### src/rtl/delay_tap_ctrl.sv
// Tap-select sequencer for a 3-stage tapped delay line: accepts tap changes over
// valid/ready, applies them as a jump or a tap-by-tap walk, and qualifies the tap data.
module delay_tap_ctrl #(
  parameter int unsigned SETTLE_CYCLES = 4,
  parameter int unsigned CNT_W         = 8
) (
  input  logic       clk,
  input  logic       rst,
  input  logic       in_valid,
  input  logic       flush,
  input  logic       cfg_valid,
  output logic       cfg_ready,
  input  logic [1:0] cfg_tap,
  input  logic       cfg_step,
  output logic [1:0] sel,
  output logic       out_valid,
  output logic       busy
);

  typedef enum logic {IDLE, SETTLE} state_e;

  localparam logic [CNT_W-1:0] CNT_RELOAD = CNT_W'(SETTLE_CYCLES - 1);
  localparam logic [CNT_W-1:0] CNT_ONE    = CNT_W'(1);

  state_e           state_q, state_d;
  logic [1:0]       sel_q, sel_d;
  logic [1:0]       target_q, target_d;
  logic             mode_q, mode_d;
  logic [CNT_W-1:0] cnt_q, cnt_d;
  logic [2:0]       vld_q, vld_d;
  logic             tap_vld;

  // sel never wraps: moving toward the target is always +1 or -1.
  function automatic logic [1:0] step_toward(input logic [1:0] cur, input logic [1:0] tgt);
    return (tgt > cur) ? cur + 2'd1 : cur - 2'd1;
  endfunction

  // NOTE: every _d gets its hold value first, so no path through this block can infer a latch.
  always_comb begin
    state_d  = state_q;
    sel_d    = sel_q;
    target_d = target_q;
    mode_d   = mode_q;
    cnt_d    = cnt_q;
    vld_d    = flush ? 3'b000 : {vld_q[1:0], in_valid};

    unique case (state_q)
      IDLE: begin
        if (cfg_valid) begin
          target_d = cfg_tap;
          mode_d   = cfg_step;
          if (cfg_tap != sel_q) begin
            sel_d   = cfg_step ? step_toward(sel_q, cfg_tap) : cfg_tap;
            cnt_d   = CNT_RELOAD;
            state_d = SETTLE;
          end
        end
      end
      SETTLE: begin
        if (cnt_q != '0) begin
          cnt_d = cnt_q - CNT_ONE;
        end else if ((sel_q == target_q) || !mode_q) begin
          state_d = IDLE;
        end else begin
          sel_d = step_toward(sel_q, target_q);
          cnt_d = CNT_RELOAD;
        end
      end
      default: state_d = IDLE;
    endcase
  end

  // NOTE: state flops use non-blocking assignments so every register samples pre-edge values.
  always_ff @(posedge clk or posedge rst) begin
    if (rst) begin
      state_q  <= IDLE;
      sel_q    <= 2'd0;
      target_q <= 2'd0;
      mode_q   <= 1'b0;
      cnt_q    <= '0;
      vld_q    <= 3'b000;
    end else begin
      state_q  <= state_d;
      sel_q    <= sel_d;
      target_q <= target_d;
      mode_q   <= mode_d;
      cnt_q    <= cnt_d;
      vld_q    <= vld_d;
    end
  end

  // Bypass tap carries the live input valid; stage taps carry the tracked bits.
  always_comb begin
    tap_vld = in_valid;
    unique case (sel_q)
      2'd0:    tap_vld = in_valid;
      2'd1:    tap_vld = vld_q[0];
      2'd2:    tap_vld = vld_q[1];
      default: tap_vld = vld_q[2];
    endcase
  end

  assign sel       = sel_q;
  assign cfg_ready = (state_q == IDLE);
  assign busy      = (state_q != IDLE);
  assign out_valid = (state_q == IDLE) & tap_vld;

endmodule
### config.mk
export PLATFORM = sky130hd
export DESIGN_NAME = delay_tap_ctrl
export DESIGN_NICKNAME = d
export VERILOG_FILES = /design/src/rtl/delay_tap_ctrl.sv
export SDC_FILE = /design/constraint.sdc
export NUM_CORES = 1
export LEC_CHECK = 0
export CAP_MARGIN = 20
export CORE_UTILIZATION = 30
export DETAILED_ROUTE_END_ITERATION = 6
export SKIP_LAST_GASP = 1
export SLEW_MARGIN = 10
export SYNTH_ARGS = -nofsm -noshare
export SYNTH_HDL_FRONTEND = slang
export SYNTH_SLANG_ARGS = --single-unit
### constraint.sdc
create_clock -name clk -period 3.1 [get_ports clk]
set_input_delay 0.465 -clock clk [delete_from_list [all_inputs] [get_ports clk]]
set_output_delay 0.465 -clock clk [all_outputs]
set_load 0.005 [all_outputs]
==> metrics.txt, run 1 <==
non-filler instance count after layout 166; period utilisation layout 82.87%; Rel. slew slack 55.81%; Post-CTS Setup Bufs 0; post-route ant nets 0; R2R cell count 6; hold_sp cnt_q[3]; final hold vios 0; Starting DRT DRC Count 14; post-synth top area share 40.43%; total gr overflow 0; Die ar. 3749 um^2; final wirelength 2048 um; Setup TNS Final 0 ns; die height 61.23 um; Avg Inst Size Synth 9.834 um^2; vias per cell 4.861; first-pass GRT wire length 3588 um; pre-CTS WS 0.7286 ns; CTS sink count 17; crit path launch type flip-flop; Yosys reg bits 17; Area contributors post-synth dfrtp_1 40%, ha_1 12%, inv_1 3.6%; CTS tree built; CTS root buf clkbuf_4; setup slack, reg-to-reg 1.05 ns; drt pass-1 iters 4; YS warnings 0; Final Skew 0.003187 ns; worst hold stages 1; post-route setup slack 0.5309 ns; maxcap violations 0; worst-margin pin slew 0.6622 ns; register area share after synthesis 40.43%; RSZ-0062 raised after global routing false; WL/cell 12.34 um; Mapped Nets 125; hold-critical path endpoint cnt_q[3]; critical path type reg2out; Area Overhead vs Synth 18.31%; IO Pins 13; Placed Cells 162; R2R Path Start cnt_q[0]; hold slack 0.5098 ns; cts bufs inserted 3; post-route cell area 1245 um^2; DR DRC count 0; global placer's final weighted congestion 0.7621; Hold Buf Count CTS 0; Die X 61.23 um; Area after DPL 1217 um^2; Total GRT Usage 13.24%; end of the worst register-to-register path cnt_q[1]; Starting Density 31.53%; Syn Std Cell Area 1052 um^2; post-CTS sizing 0; port buffer count 12; CP required 2.63 ns; Worst Hold Class reg2reg; VDD IR-drop max 0.0003943 V; CP endpoint kind output port; row count 21; post-layout minimum cycle time 2.569 ns; Vias 807; final setup vio count 0; vias in the first global route 807; initial antenna violation count 0; Clock Pin Slew Worst Setup and Hold Paths 0.11 ns; area leader, netlist dfrtp_1; Post-Syn Instances 107; max-slew violations 0; CTS H-tree lvls 1; layout cells sized above 1 7.500%; Max Clock Freq 389.2 MHz; Core Region 3337 um^2; final antenna diode count 0; dpl hpwl 1588 um; Max Buffers Root-to-Sink 2; CP arrival 2.10 ns; distinct cell type count after synthesis 35; Leak 0.5719 nW; largest net degree at the start of global routing 18; layout net count 139; Worst-Skew Late Latency 0.30 ns; pwr dens 883.3 nW/um^2; run status complete, no violations; CP Max Fanout 7
-- worst max-delay path, stage by stage (launching register included) --
cell and delay (ns):
dfrtp_1 0.49, inv_1 0.12, ha_1 0.21, a222oi_1 0.30, nor2_1 0.06, a21oi_1 0.12
nor2_1 0.05, clkdlybuf4s50_1 0.45
-- area by class of cell --
cell class                      count  area (um^2)
Timing Repair Buffer               12        120.1
Clock buffer                        3        22.52
Inverter                           10        37.54
Clock inverter                      1        5.005
Multi-Input combinational cell     77        576.8
Fill cell                         344         2092
Sequential cell                    17        425.4
Tap cell                           46        57.56
-- registers in the layout, indices dropped and copies added, names as in the netlist --
| name | cells |
|---|---|
| mode_q | 1 |
| cnt_q | 8 |
| target_q | 2 |
| busy | 1 |
| sel | 2 |
| vld_q | 3 |
-- cell usage after synthesis --
cell type	n
dfrtp_1	17
ha_1	10
inv_1	10
nor2_1	8
nor2b_1	6
o21ai_0	6
nand2_1	5
nor3_1	4
a21oi_1	3
mux2i_1	3
o22a_1	3
a211oi_1	2
and2_1	2
and3_1	2
clkbuf_1	2
mux2_2	2
nand3b_1	2
nor3b_1	2
or3_1	2
a211o_1	1
a21boi_0	1
a21o_1	1
a222oi_1	1
a22o_1	1
a31oi_1	1
buf_2	1
mux2_1	1
nor4b_1	1
nor4b_2	1
o2111a_1	1
o21a_1	1
o21a_2	1
o21ai_1	1
or4b_4	1
xor2_1	1
-- cell families (layout without fill, tap and decap cells) --
family,count (synthesis),after routing,synth area share [%]
buffers and inverters,13,26,4.756
adder cells (fa/ha/maj),10,10,11.89
XOR/XNOR,1,1,0.8325
AND/OR/NAND/NOR,36,36,20.09
flip-flops,17,17,40.43
multiplexers,6,6,6.064
AO/OA/AOI/OAI,24,24,15.93
-- metrics by stage --
stage | util (%) | power (mW)
after detailed placement | 36.48 | 0.9873
after global placement | 36.48 | 0.9607
after floorplan | - | 0.8177
after CTS | 37.31 | 1.116
after global routing | 37.31 | 1.211
final | 37.31 | 1.100
-- report_power, final --
group	total [mW]	internal (mW)	switching [mW]	leakage, nW
logic	0.573	0.287	0.286	0.348
clock network	0.125	0.0480	0.0773	0.0177
registers	0.401	0.310	0.0912	0.207
-- layout by cell type, fill, tap and decap left out, types with 3 or more instances in the layout --
cell / n
clkbuf_4: 3
clkdlybuf4s50_1: 12
inv_1: 10
o21ai_0: 6
o22a_1: 3
a21oi_1: 3
ha_1: 10
dfrtp_1: 17
nor3_1: 4
nand2_1: 5
nor2b_1: 6
mux2i_1: 3
nor2_1: 8
-- worst max path at each step --
stage,depth (start not counted),endpoint,start,slack [ns]
final,7,out_valid,sel[0],0.53
after global routing,7,out_valid,sel[0],0.34
after CTS,7,out_valid,sel[0],0.49
after detailed placement,6,out_valid,in_valid,0.73
after global placement,6,out_valid,in_valid,0.76
after floorplan,6,cnt_q[1],cnt_q[0],1.21
-- routing by layer --
layer / GRT usage [%] / wire, um
met2: 22.67 / 934
met1: 16.15 / 1003
met4: 3.896 / 20
met3: 3.782 / 89
met5: 0 / 0
No activity file was read; power rests on OpenSTA's default activity.
==> run 2, diff against run 1 <==
Clock period 3.1 ns to 2.1 ns, I/O delays scaled along.
==> run 2 against run 1 <==
Clock skew is 0.0095 ns higher. Cell count up 4.2%. Setup slack worse by 0.47 ns. Critical endpoint unchanged. Largest power group unchanged.
==> metrics.txt, run 2 (synthesis gave the netlist of run 1 again) <==
CP max stage delay 0.43 ns (-0.06 ns); Clock Pin Slew Worst Setup and Hold Paths 0.11 ns (about the same); critical path type reg2out; Rel. slew slack 54.22% (-1.6 points); Largest regs cnt_q: 8 flops, vld_q: 3 flops; CP dominant cell by count nor2_1; final antenna diode count 0 (unchanged); port buffer count 12 (unchanged); R2R Path Start cnt_q[0]; dpl hpwl 1601 um (+0.78%); initial antenna violation count 0 (unchanged); Starting DRT DRC Count 24 (+10); vias in the first global route 854 (+5.8%); post-route ant nets 0 (unchanged); Finished Core Util 39.41% (+2.1 points); CP arrival 1.72 ns (-0.38 ns); Max Clock Freq 490.3 MHz; cts bufs inserted 3 (unchanged); Die X 61.23 um (unchanged); commonest non-fill, non-tap cell in the layout dfrtp_1; Vias 864 (+7.1%); number of flip-flops in the largest register 8 (unchanged); WL/cell 12.79 um (+3.7%); run status complete, no violations; RSZ-0062 raised after global routing true; CTS sink count 17 (unchanged); Total GRT Usage 13.05% (-0.19 points); Biggest register cnt_q; commonest non-fill, non-tap cells in the layout 17 x dfrtp_1, 11 x clkdlybuf4s50_1, 8 x inv_1, 8 x nor2_1, 8 x ha_1; VDD IR-drop max 0.0006049 V (+53%); total power 1.756 mW (+60%); total gr overflow 0 (unchanged); CP required 1.78 ns (-0.85 ns); CTS tree built; Setup TNS Final 0 ns (unchanged); Starting Density 31.53% (unchanged); final wirelength 2213 um (+8.1%); vias per cell 4.994 (+2.7%); Die ar. 3749 um^2 (unchanged); crit path launch type flip-flop; Worst-Skew Late Latency 0.30 ns (about the same); CP endpoint kind output port; period utilisation layout 97.12%; largest net degree at the start of global routing 18 (unchanged); IO Pins 13 (unchanged); post-layout minimum cycle time 2.040 ns; layout cells sized above 1 16.54% (+9.0 points); Final Skew 0.01266 ns (+0.009473 ns); final hold vios 0 (unchanged); Area Overhead vs Synth 24.97%; final setup vio count 0 (unchanged); Worst Hold Class in2async; fillcell total 353 (+2.6%); max-slew violations 0 (unchanged); register area 425.4 um^2 (unchanged); CP Launch Point sel[1]; pwr dens 1335 nW/um^2 (+51%); Core Region 3337 um^2 (unchanged); CTS root buf clkbuf_4; DR DRC count 0 (unchanged); Leak 0.6060 nW (+6.0%); CTS H-tree lvls 1 (unchanged); layout net count 146 (+5.0%); CP max stage cell dfrtp_1; die height 61.23 um (unchanged); Max Buffers Root-to-Sink 2 (unchanged); worst-margin pin slew 0.6859 ns (+0.02378 ns); drt pass-1 iters 4 (unchanged); maxcap violations 0 (unchanged); crit path cell chain buf_6 > ha_4 > a222oi_1 > nor2_1 > a21oi_1 > nor2_1 > buf_2; area of the multi-input gates 591.8 um^2 (+2.6%); first-pass GRT wire length 3560 um (-0.78%); CP Max Fanout 3 (-4); row count 21 (unchanged); global placer's final weighted congestion 0.7556 (-0.85%)
## run 2: cell types whose count changed in the layout (fill, tap and decap cells not counted), moves of 2 or more
cell / change
ha_1: -2
buf_4: +5
inv_2: +2
buf_6: +2
inv_1: -2
## run 2: power breakdown
part | switching (mW) | leakage (nW) | internal [mW] | total (mW)
logic | 0.475 | 0.382 | 0.521 | 0.996
registers | 0.125 | 0.207 | 0.458 | 0.583
clock network | 0.107 | 0.0177 | 0.0709 | 0.178
total | 0.707 | 0.606 | 1.05 | 1.76
## run 2: layer usage
layer	track usage [%]	vias to the layer above	routed length, um
li1	-	416	-
met1	14.81	429	1047
met2	24.07	17	1059
met3	3.782	2	91
met4	2.922	0	15
met5	0	-	0
## run 2: cell type report
type	count	area share [%]
Clock buffer	3	1.713
Clock inverter	1	0.3806
Inverter	10	2.854
Multi-Input combinational cell	77	45.00
Sequential cell	17	32.35
Tap cell	46	4.377
Timing Repair Buffer	19	13.32
## run 2: timing repair
| action | in CTS | in global routing |
|---|---|---|
| hold buffers | 0 | 0 |
| resized for setup | 4 | 6 |
| gates cloned | 0 | 0 |
| pin swaps | 1 | 2 |
| endpoints found under the setup margin | 1 | 2 |
| buffers inserted | 2 | 2 |
## run 2: metrics by stage
step	std cells	setup slack (ns)	instance area (um^2)	hold slack, ns
final	173	0.06044	1315	0.4077
after global routing	173	-0.02399	1315	0.4902
after CTS	171	0.02788	1277	0.4275
after detailed placement	165	0.001875	1240	0.4870
after global placement	165	0.06197	1240	0.4844
after floorplan	107	0.2065	1052	0.2411
## run 2: path summary, 6_finish.rpt
check                       endpoint  slack, ns  cells past startpoint
setup / recovery           out_valid       0.06                      7
hold / removal              vld_q[2]       0.41                      2
setup reg to reg            cnt_q[1]       0.09                      6
hold reg to reg             cnt_q[3]       0.51                      1
max in group asynchronous   cnt_q[2]       1.24                      2
min in group clk            cnt_q[3]       0.51                      1
## run 2: critical path: cells and delay by family, from the launching register on
family | cells | cell delay [ns]
AO/OA/AOI/OAI | 2 | 0.45
flip-flops | 1 | 0.43
buffers and inverters | 2 | 0.28
adder cells (fa/ha/maj) | 1 | 0.14
AND/OR/NAND/NOR | 2 | 0.14
==> run 3, diff against run 2 <==
Settings changed: CORE_MARGIN set to 1.5, PLACE_DENSITY set to 0.46.
Clock period 2.1 ns to 2.3 ns, I/O delays scaled along.
==> run 3 against run 2 <==
Cell count is 1.7% lower. Register-to-register slack better by 0.18 ns. Power is 14% lower. Non-clock buffer count is 3 lower. Hold slack better by 0.034 ns. Final area is 3.1% lower. Die area is 3.3% higher. Clock power is 8% lower. Highest routed layer unchanged. Sequential power is 9.6% lower. Largest power group unchanged.
==> metrics.txt, run 3 (synthesis gave the netlist of run 1 again) <==
critical path type reg2out; initial antenna violation count 0 (unchanged); total gr overflow 0 (unchanged); drt pass-1 iters 4 (unchanged); Max Buffers Root-to-Sink 2 (unchanged); run status complete, no violations; final setup vio count 0 (unchanged); Bufs and invs on worst path 2 (unchanged); CP arrival 1.77 ns (+0.05 ns); max-slew violations 0 (unchanged); cts bufs inserted 3 (unchanged); die height 62.23 um (+1.6%); number of flip-flops in the largest register 8 (unchanged); Worst-Skew Late Latency 0.29 ns (about the same); Finished Core Util 37.87% (-1.5 points); Starting DRT DRC Count 26 (+8.3%); layout net count 143 (-2.1%); VDD IR-drop max 0.0004221 V (-30%); CP required 1.96 ns (+0.18 ns); CP max stage cell dfrtp_1; crit path cell chain inv_2 > ha_1 > a222oi_1 > nor2_1 > a21oi_1 > nor2_1 > dlygate4sd2_1; fillcell total 366 (+3.7%); Die ar. 3872 um^2 (+3.3%); pwr dens 1191 nW/um^2 (-11%); post-route ant nets 0 (unchanged); global placer's final weighted congestion 0.7184 (-4.9%); commonest non-fill, non-tap cell in the layout dfrtp_1; CP Max Fanout 4 (+1); Vias 814 (-5.8%); Area Overhead vs Synth 21.05%; period utilisation layout 92.13%; area of the multi-input gates 576.8 um^2 (-2.5%); maxcap violations 0 (unchanged); Clock Pin Slew Worst Setup and Hold Paths 0.10 ns (about the same); post-layout minimum cycle time 2.119 ns; Final Skew 0.001318 ns (-0.01134 ns); Worst path top cell family by delay flip-flops; Total GRT Usage 12.43% (-0.62 points); final wirelength 2105 um (-4.9%); commonest non-fill, non-tap cells in the layout 17 x dfrtp_1, 11 x clkdlybuf4s50_1, 10 x ha_1, 9 x inv_1, 8 x nor2_1; vias in the first global route 848 (-0.70%); CTS tree built; CP endpoint kind output port; dpl hpwl 1556 um (-2.8%); Biggest register cnt_q; Max Clock Freq 471.9 MHz; worst-margin pin slew 0.6724 ns (-0.01355 ns); CTS sink count 17 (unchanged); IO Pins 13 (unchanged); CP dominant cell by count nor2_1; Leak 0.5949 nW (-1.8%); Starting Density 31.29% (-0.25 points); final hold vios 0 (unchanged); port buffer count 12 (unchanged); RSZ-0062 raised after global routing false; Rel. slew slack 55.12% (+0.90 points); CP max stage delay 0.42 ns (about the same); row count 21 (unchanged); Largest regs cnt_q: 8 flops, vld_q: 3 flops; Worst Hold Class in2async; DR DRC count 0 (unchanged); final antenna diode count 0 (unchanged); CTS H-tree lvls 1 (unchanged); Setup TNS Final 0 ns (unchanged); first-pass GRT wire length 3939 um (+11%); layout cells sized above 1 11.29% (-5.2 points); WL/cell 12.38 um (-3.2%); largest net degree at the start of global routing 18 (unchanged); crit path launch type flip-flop; Core Region 3363 um^2 (+0.79%); CTS root buf clkbuf_4; vias per cell 4.788 (-4.1%); register area 425.4 um^2 (unchanged); Die X 62.23 um (+1.6%)
run 3: area by class of cell:
cell class / count / area share [%]
multi-input combinational: 77 / 45.28
sequential: 17 / 33.40
tap: 46 / 4.519
inverter: 10 / 2.947
clock inverter: 1 / 0.3929
clock buffer: 3 / 1.768
timing repair buffer: 16 / 11.69
run 3: final timing paths:
kind / to / start / cells after the start / slack [ns]
worst max-delay path: out_valid / sel[1] / 7 / 0.18
worst min-delay path: vld_q[2] / rst / 2 / 0.44
worst max register to register: cnt_q[1] / cnt_q[0] / 6 / 0.27
worst min register to register: vld_q[2] / vld_q[1] / 1 / 0.51
max in group asynchronous: cnt_q[2] / rst / 2 / 1.43
min in group clk: vld_q[2] / vld_q[1] / 1 / 0.51
run 3: where the power goes:
part	switching, mW	internal, mW	leakage, nW
Sequential	0.110	0.418	0.207
Combinational	0.404	0.423	0.370
Clock	0.0982	0.0646	0.0177
Total	0.612	0.905	0.595
run 3: metrics by stage:
stage	setup slack [ns]	cells	instance area, um^2	hold slack (ns)	power (mW)
floorplan	0.4065	107	1052	0.2711	1.102
global placement	0.1979	164	1232	0.4861	1.337
detailed placement	0.1521	164	1232	0.4937	1.346
CTS	0.1551	170	1274	0.4796	1.543
global route	0.02902	170	1274	0.5324	1.688
finish	0.1810	170	1274	0.4418	1.516
run 3: layer usage:
layer	part of all wire, %	global-route usage (%)	wire, um
met1	51	16.97	1064
met2	45	20.11	949
met3	3.3	1.993	69
met4	1.0	4.167	22
met5	0	0	0
run 3: worst register-to-register path, cell delays in order (launching register included):
cell     delay [ns]
dfrtp_1        0.40
inv_1          0.12
ha_1           0.16
or4b_4         0.49
nor3_1         0.18
o21a_2         0.24
mux2_1         0.34
run 3: repair_timing:
| action | in CTS | in global routing |
|---|---|---|
| gates resized for setup | 2 | 0 |
| hold buffers | 0 | 0 |
| setup buffers | 2 | 0 |
| setup endpoints to repair | 1 | 0 |
